## src/rtl/sb_tx_packet_framer.sv

```systemverilog
`default_nettype none
// sb_tx_packet_framer: queues LTSM sideband message fields and streams 64-bit
// UCIe sideband headers (CP/DP parity) plus an optional payload word.
module sb_tx_packet_framer #(
   parameter int unsigned FIFO_DEPTH = 4,
   parameter logic [2:0]  SRCID      = 3'b010,
   parameter logic [2:0]  DSTID      = 3'b110,
   parameter int unsigned CNT_W      = 16
) (
   input  logic             i_clk,
   input  logic             i_rst,
   input  logic             i_msg_valid,
   output logic             o_msg_ready,
   input  logic [7:0]       i_msg_code,
   input  logic [7:0]       i_msg_subcode,
   input  logic [15:0]      i_msg_info,
   input  logic             i_has_data,
   input  logic [63:0]      i_data,
   input  logic             i_parity_en,
   output logic [63:0]      o_word,
   output logic             o_word_valid,
   input  logic             i_word_ready,
   output logic             o_word_is_hdr,
   output logic             o_overflow,
   output logic [CNT_W-1:0] o_pkt_count
);

   localparam int unsigned AW         = $clog2(FIFO_DEPTH);
   localparam logic [AW:0] PTR_ONE    = 1;
   localparam logic [CNT_W-1:0] CNT_ONE = 1;
   localparam logic [4:0]  OPC_DATA   = 5'b11011;
   localparam logic [4:0]  OPC_NODATA = 5'b10010;

   typedef struct packed {
      logic [7:0]  code;
      logic [7:0]  subcode;
      logic [15:0] info;
      logic        has_data;
      logic [63:0] data;
   } msg_t;

   typedef enum logic [1:0] {
      IDLE = 2'd0,
      HDR  = 2'd1,
      DATA = 2'd2
   } state_t;

   msg_t        mem [FIFO_DEPTH];
   logic [AW:0] wr_ptr;
   logic [AW:0] rd_ptr;
   logic        full;
   logic        empty;
   logic        push;
   logic        pop;
   msg_t        head;

   state_t            state;
   state_t            state_nxt;
   logic [63:0]       word_nxt;
   logic              valid_nxt;
   logic              is_hdr_nxt;
   logic              cur_has_data;
   logic              cur_has_data_nxt;
   logic [63:0]       cur_data;
   logic [63:0]       cur_data_nxt;
   logic [CNT_W-1:0]  count_nxt;
   logic              load_next;

   // Wrap bit distinguishes full from empty when the index bits match.
   assign empty       = (wr_ptr == rd_ptr);
   assign full        = (wr_ptr[AW] != rd_ptr[AW]) &&
                        (wr_ptr[AW-1:0] == rd_ptr[AW-1:0]);
   assign o_msg_ready = !full;
   assign push        = i_msg_valid && !full;
   assign head        = mem[rd_ptr[AW-1:0]];

   function automatic logic [63:0] build_hdr(input msg_t m, input logic par_en);
      logic [63:0] h;
      h        = '0;
      h[4:0]   = m.has_data ? OPC_DATA : OPC_NODATA;
      h[21:14] = m.code;
      h[31:29] = SRCID;
      h[39:32] = m.subcode;
      h[55:40] = m.info;
      h[58:56] = DSTID;
      h[62]    = par_en & (^h[61:0]);
      h[63]    = par_en & m.has_data & (^m.data);
      return h;
   endfunction

   always_ff @(posedge i_clk) begin
      if (push) begin
         mem[wr_ptr[AW-1:0]] <= '{code: i_msg_code, subcode: i_msg_subcode,
                                  info: i_msg_info, has_data: i_has_data,
                                  data: i_data};
      end
   end

   always_ff @(posedge i_clk) begin
      if (i_rst) begin
         wr_ptr     <= '0;
         rd_ptr     <= '0;
         o_overflow <= 1'b0;
      end else begin
         if (push) begin
            wr_ptr <= wr_ptr + PTR_ONE;
         end
         if (pop) begin
            rd_ptr <= rd_ptr + PTR_ONE;
         end
         if (i_msg_valid && full) begin
            o_overflow <= 1'b1;
         end
      end
   end

   always_comb begin
      state_nxt        = state;
      word_nxt         = o_word;
      valid_nxt        = o_word_valid;
      is_hdr_nxt       = o_word_is_hdr;
      cur_has_data_nxt = cur_has_data;
      cur_data_nxt     = cur_data;
      count_nxt        = o_pkt_count;
      pop              = 1'b0;
      load_next        = 1'b0;

      case (state)
         IDLE: begin
            load_next = 1'b1;
         end
         HDR: begin
            if (i_word_ready) begin
               if (cur_has_data) begin
                  word_nxt   = cur_data;
                  is_hdr_nxt = 1'b0;
                  state_nxt  = DATA;
               end else begin
                  count_nxt = o_pkt_count + CNT_ONE;
                  load_next = 1'b1;
               end
            end
         end
         DATA: begin
            if (i_word_ready) begin
               count_nxt = o_pkt_count + CNT_ONE;
               load_next = 1'b1;
            end
         end
         default: begin
            state_nxt = IDLE;
         end
      endcase

      // Chaining straight into the next header keeps the stream bubble-free.
      if (load_next) begin
         if (!empty) begin
            pop              = 1'b1;
            word_nxt         = build_hdr(head, i_parity_en);
            valid_nxt        = 1'b1;
            is_hdr_nxt       = 1'b1;
            cur_has_data_nxt = head.has_data;
            cur_data_nxt     = head.data;
            state_nxt        = HDR;
         end else begin
            valid_nxt  = 1'b0;
            is_hdr_nxt = 1'b0;
            state_nxt  = IDLE;
         end
      end
   end

   always_ff @(posedge i_clk) begin
      if (i_rst) begin
         state         <= IDLE;
         o_word        <= '0;
         o_word_valid  <= 1'b0;
         o_word_is_hdr <= 1'b0;
         cur_has_data  <= 1'b0;
         cur_data      <= '0;
         o_pkt_count   <= '0;
      end else begin
         state         <= state_nxt;
         o_word        <= word_nxt;
         o_word_valid  <= valid_nxt;
         o_word_is_hdr <= is_hdr_nxt;
         cur_has_data  <= cur_has_data_nxt;
         cur_data      <= cur_data_nxt;
         o_pkt_count   <= count_nxt;
      end
   end

endmodule
`default_nettype wire

```

## config.mk

```make
export PLATFORM = sky130hd
export DESIGN_NAME = sb_tx_packet_framer
export DESIGN_NICKNAME = d
export VERILOG_FILES = /design/src/rtl/sb_tx_packet_framer.sv
export SDC_FILE = /design/constraint.sdc
export NUM_CORES = 1
export LEC_CHECK = 0
export BUFFER_PORTS_ARGS = -buffer_cell sky130_fd_sc_hd__buf_2
export CAP_MARGIN = 0
export CORE_ASPECT_RATIO = 1.5
export CORE_MARGIN = 1
export CORE_UTILIZATION = 60
export CTS_BUF_LIST = sky130_fd_sc_hd__clkbuf_4 sky130_fd_sc_hd__clkbuf_8 sky130_fd_sc_hd__clkbuf_16
export DETAILED_ROUTE_END_ITERATION = 10
export GPL_ROUTABILITY_DRIVEN = 0
export HOLD_SLACK_MARGIN = 0.03
export PLACE_DENSITY = 0.8
export REMOVE_ABC_BUFFERS = 1
export SYNTH_ARGS = -nofsm -noshare
export SYNTH_HDL_FRONTEND = slang
export SYNTH_SLANG_ARGS = --single-unit
```

## constraint.sdc

```tcl
create_clock -name i_clk -period 10.4 [get_ports i_clk]
set_input_delay 1.04 -clock i_clk [delete_from_list [all_inputs] [get_ports i_clk]]
set_output_delay 1.04 -clock i_clk [all_outputs]
set_load 0.02 [all_outputs]
```

---- After elaboration in Yosys (flattened, before gate mapping) ----
Memories as Yosys holds them, arrays and structs flattened. A register that Yosys moved wholly into a read port is not among the register bits.
Cells that the tools add are included.
word-level totals
  bits in read-only memories .............. 0
  logic and storage cells ................. 74
  RAM bits ................................ 388
  memories kept ........................... 1
  bits in registers ....................... 156
  output and inout bits ................... 84
  latch bits .............................. 0
  input bits .............................. 102
memory list
  memory  depth  width  read ports  clocked after memory_dff  write ports  line  source
  mem     4      97     1           1                         1            48    msg_t mem [FIFO_DEPTH];
cells by class
  shift-type cells ........................ 0
  bitwise operators ....................... 4
  mux-type cells .......................... 29
  multiply operators ...................... 0
  divide/modulo/power cells ............... 0
  order comparisons ....................... 0
  $add $sub $neg .......................... 3
  reduce and logical (&&, ||, !) cells .... 16
  eq/ne operators ......................... 11
operators by type and width
  cell                   count
  $mux 64                5
  $reduce_xor 64->1      1
  $reduce_xor 62->1      1
  $mux 16                3
  $pmux 16 s2            1
  $add 16x1->16 const B  1
  $mux 1                 12
  $mux 2                 5
  $reduce_bool 2->1      4
  $add 3x1->3 const B    2
  $ne 2x2->1 const B     3
  $ne 3x3->1 const B     2
  $reduce_and 3->1       2
  $mux 4                 1
  $pmux 2 s2             1
  $reduce_and 4->1       1
  $and 1x1->1            3
  $eq 3x3->1             1
  $logic_and 1x1->1      3
  $pmux 1 s3             1
  $eq 2x1->1 const B     1
  $eq 2x2->1             1
  $eq 2x2->1 const B     1
  $logic_not 2->1        1
  other kinds (6)        6

---- Logic depth before layout (Yosys ltp) ----
  depth after elaboration ................. 6
  gate-level depth with buffers ........... 11
  gate-level depth less buffers ........... 8

---- Worst setup path before layout ----
OpenSTA, ideal clock, no wires.
  path type ............................... reg-to-reg
  from .................................... register wr_ptr[0]
  to ...................................... memory mem[3][0] in the netlist's numbering, enable pin
  arrival ................................. 3.379 ns
  buffers on the path ..................... 1
  period minus slack after synthesis ...... 3.848 ns
  stages on the path, launching flop included .. 5
  slack ................................... 6.552 ns
  library setup time ...................... 0.469 ns
  required time ........................... 9.931 ns
  cell sequence ........................... dfxtp_1 xor2_1 or3_1 clkbuf_1 and3_1
between the ends
  word-level cells in the longest chain between the ends .. 6
RTL lines
  element                       line  source
  start, declared               49    logic [AW:0] wr_ptr;
  start signal, assigned        106   wr_ptr <= wr_ptr + PTR_ONE;
  $eq 2x2->1                    72    (wr_ptr[AW-1:0] == rd_ptr[AW-1:0]);
  $logic_and 1x1->1             71    assign full = (wr_ptr[AW] != rd_ptr[AW]) &&
  $logic_not 1->1               -
  via o_msg_ready               13    output logic o_msg_ready,
  $logic_and 1x1->1             74    assign push = i_msg_valid && !full;
  $mux 1                        92    if (push) begin
  $mux 1 (implied by the code)  93    mem[wr_ptr[AW-1:0]] <= '{code: i_msg_code, subcode: i_msg_subcode,
  end, declared                 48
The timed path passes the listed nets, and every way through them passes these cells.

==> results by group <==
Power and ir drop
  • Design Power: 0.00702 W
  • Peak VDD IR: 0.000231 V
  • Power Density: 296 mW/mm^2
  • Leak pwr: 8.15 nW

Clock network
  • Buffer levels on the longest clock path: 3
  • CTS Sinks: 546
  • CTS buffer count: 48
  • Gates resized, CTS repair: 0
  • Clk root buf: clkbuf_16
  • CTS H-tree lvls: 2
  • Worst-path clk slew: 0.06 ns
  • Skew-Pair Late Insertion Delay: 0.57 ns
  • Hold-fix buffers, CTS: 0
  • CTS tree: built
  • Postcts setup bufs: 0

Timing
  • Final Critical Period: 4.18 ns
  • Fmax: 239 MHz
  • Final period utilization: 0.402
  • Worst slew margin: 0.348
  • Hold Slack: 0.450 ns
  • RSZ-0062 raised after global routing: false
  • Final Hold Viols: 0
  • Final Slew Violations: 0
  • TNS Setup: 0 ns
  • Slew @ Worst Pin: 0.978 ns
  • Final setup viols: 0
  • Post-route clock skew: 0.0219 ns

Synthesis
  • Yosys cell types: 32
  • Register area share after synthesis: 0.713
  • Yosys reg bits: 546
  • Synth warnings: 0
  • Commonest register cell after synthesis: edfxtp_1
  • Async SR Flop Fraction: 0
  • Post-Synthesis Cells: 1348
  • Post-synth EDFFs: 388
  • Mean Syn Cell Area: 15.4 um^2
  • Synthesized area: 0.0208 mm^2

Floorplanning
  • Die Span X: 154 um
  • Die area: 0.0354 mm^2
  • Num ports: 186
  • Initial Util: 0.608
  • Die Y: 230 um
  • Cell Rows: 83
  • Core area: 0.0342 mm^2

Worst setup path
  • Crit-path max FO: 42
  • Reg2reg path depth: 10
  • Worst Setup End Kind: flop
  • CP Launch Type: flop
  • Worst path required time: 10.86 ns
  • Crit path DAT: 4.65 ns
  • CP Class: flop to flop

Flow run
  • Maxcap violations: 0

Final layout
  • Commonest non-fill, non-tap cell in the layout: edfxtp_1
  • Layout cells sized above 1: 0.251
  • # fillers: 2198
  • Area Overhead vs Synth: 14.2%
  • Nets: 1625
  • Fin area: 0.0237 mm^2
  • Commonest cells after routing, fill and taps aside: 388 x edfxtp_1, 262 x nand2_1, 184 x buf_2
  • Finished Layout Cells: 1991

Global route
  • GR Overflow Total: 0
  • First-pass GRT wire length: 66700 um
  • Largest net degree at the start of global routing: 84
  • Vias in the first global route: 12000
  • Initial antenna violation count: 13
  • GRT Util Overall: 0.252

Route
  • WL final: 43100 um
  • Vias: 11600
  • Routed Antenna Nets: 0
  • DR vias/cell: 5.85
  • Detailed Route Iter0 Violations: 885
  • Routed length per instance: 21.6 um
  • Initial DRT Pass Iterations: 5
  • Residual DRC: 0

Placed design
  • HPWL after DPL: 25700 um
  • Number of port buffers: 185
  • Placed Area: 0.0220 mm^2
  • Cells after DPL: 1892

Status
  • Status: finished, final reports clean

Min path
  • Hold Path Stages: 2
  • HP Class: flop to flop
[synthesized netlist by cell type, types with 6 or more instances]
library cell  instances  area (um^2)
mux4_2               97         2180
clkbuf_1             56          210
nor2_1               62          233
xor2_1               27          236
nand2_1             262          983
and3_1                7         43.8
buf_6                 8         90.1
buf_2                 8         40.0
a311oi_1             32          280
xnor2_1              87          762
inv_1                 6         22.5
dfxtp_1             158         3160
nand4_1               6         37.5
edfxtp_1            388        11700
a21oi_1              98          490
ha_1                  6         75.1
a31oi_1               6         37.5
[metrics by stage]
| step | utilization | setup slack, ns |
|---|---|---|
| 3_3_place_gp | 0.644 | 6.09 |
| 5_1_grt | 0.694 | 5.76 |
| 4_1_cts | 0.693 | 6.06 |
| 3_5_place_dp | 0.644 | 6.03 |
| 2_1_floorplan | - | 4.45 |
| 6_report | 0.694 | 6.22 |
[worst max-delay path, cell delays in order, from the launching register on]
cell and delay [ns]:
dfxtp_4 0.68, buf_4 0.79, buf_4 0.65, mux4_2 0.61, xor2_1 0.19, xnor2_1 0.29, xnor2_1 0.14, xnor2_1 0.20
xnor2_1 0.15, xnor2_1 0.09, o32ai_1 0.25
[logic make-up (layout without fill, tap and decap cells)]
kind of cell	Yosys count	after routing	share of synthesized area
flops	546	546	0.713
buf+inv	84	292	0.0187
mux	102	102	0.108
fa+ha+maj	6	6	0.00361
other cells	0	10	0
simple gates	352	352	0.0669
compound gates	143	143	0.0410
xor+xnor	115	115	0.0489
[power by group]
group / total [W] / switching (W) / internal (W)
clock: 0.00186 / 0.000776 / 0.00108
combinational: 0.00238 / 0.00132 / 0.00106
sequential: 0.00278 / 0.000169 / 0.00261
total: 0.00702 / 0.00227 / 0.00475
[routing by layer]
layer / wire length, um / GRT usage
met1: 16200 / 0.299
met2: 23200 / 0.458
met3: 2560 / 0.0437
met4: 1140 / 0.0938
met5: 56 / 0
[path summary, 6_finish.rpt]
kind	slack, ns	from	endpoint
max	6.22	flop	o_word[63]
min	0.45	o_word[26]	o_word[26]
max reg2reg	6.22	flop	o_word[63]
min reg2reg	0.45	o_word[26]	o_word[26]
[state kept, by name, indices dropped and copies added, names as in the netlist, 2 cells and up, named ones only]
name	flops
state	2
cur_data	64
o_pkt_count	16
rd_ptr	3
wr_ptr	3
mem	388
o_word	64
[layout make-up]
type                    instances  area [um^2]  area share
inverters                       6         22.5    0.000950
repair buffers                197         1020      0.0430
clock inverters                25          303      0.0128
diodes                         10         25.0     0.00106
well taps                     425          532      0.0224
clock buffers                  64         1370      0.0578
flip-flops and latches        546        14800       0.625
multi-input cells             718         5620       0.237
(Power assumes the default switching activity.)
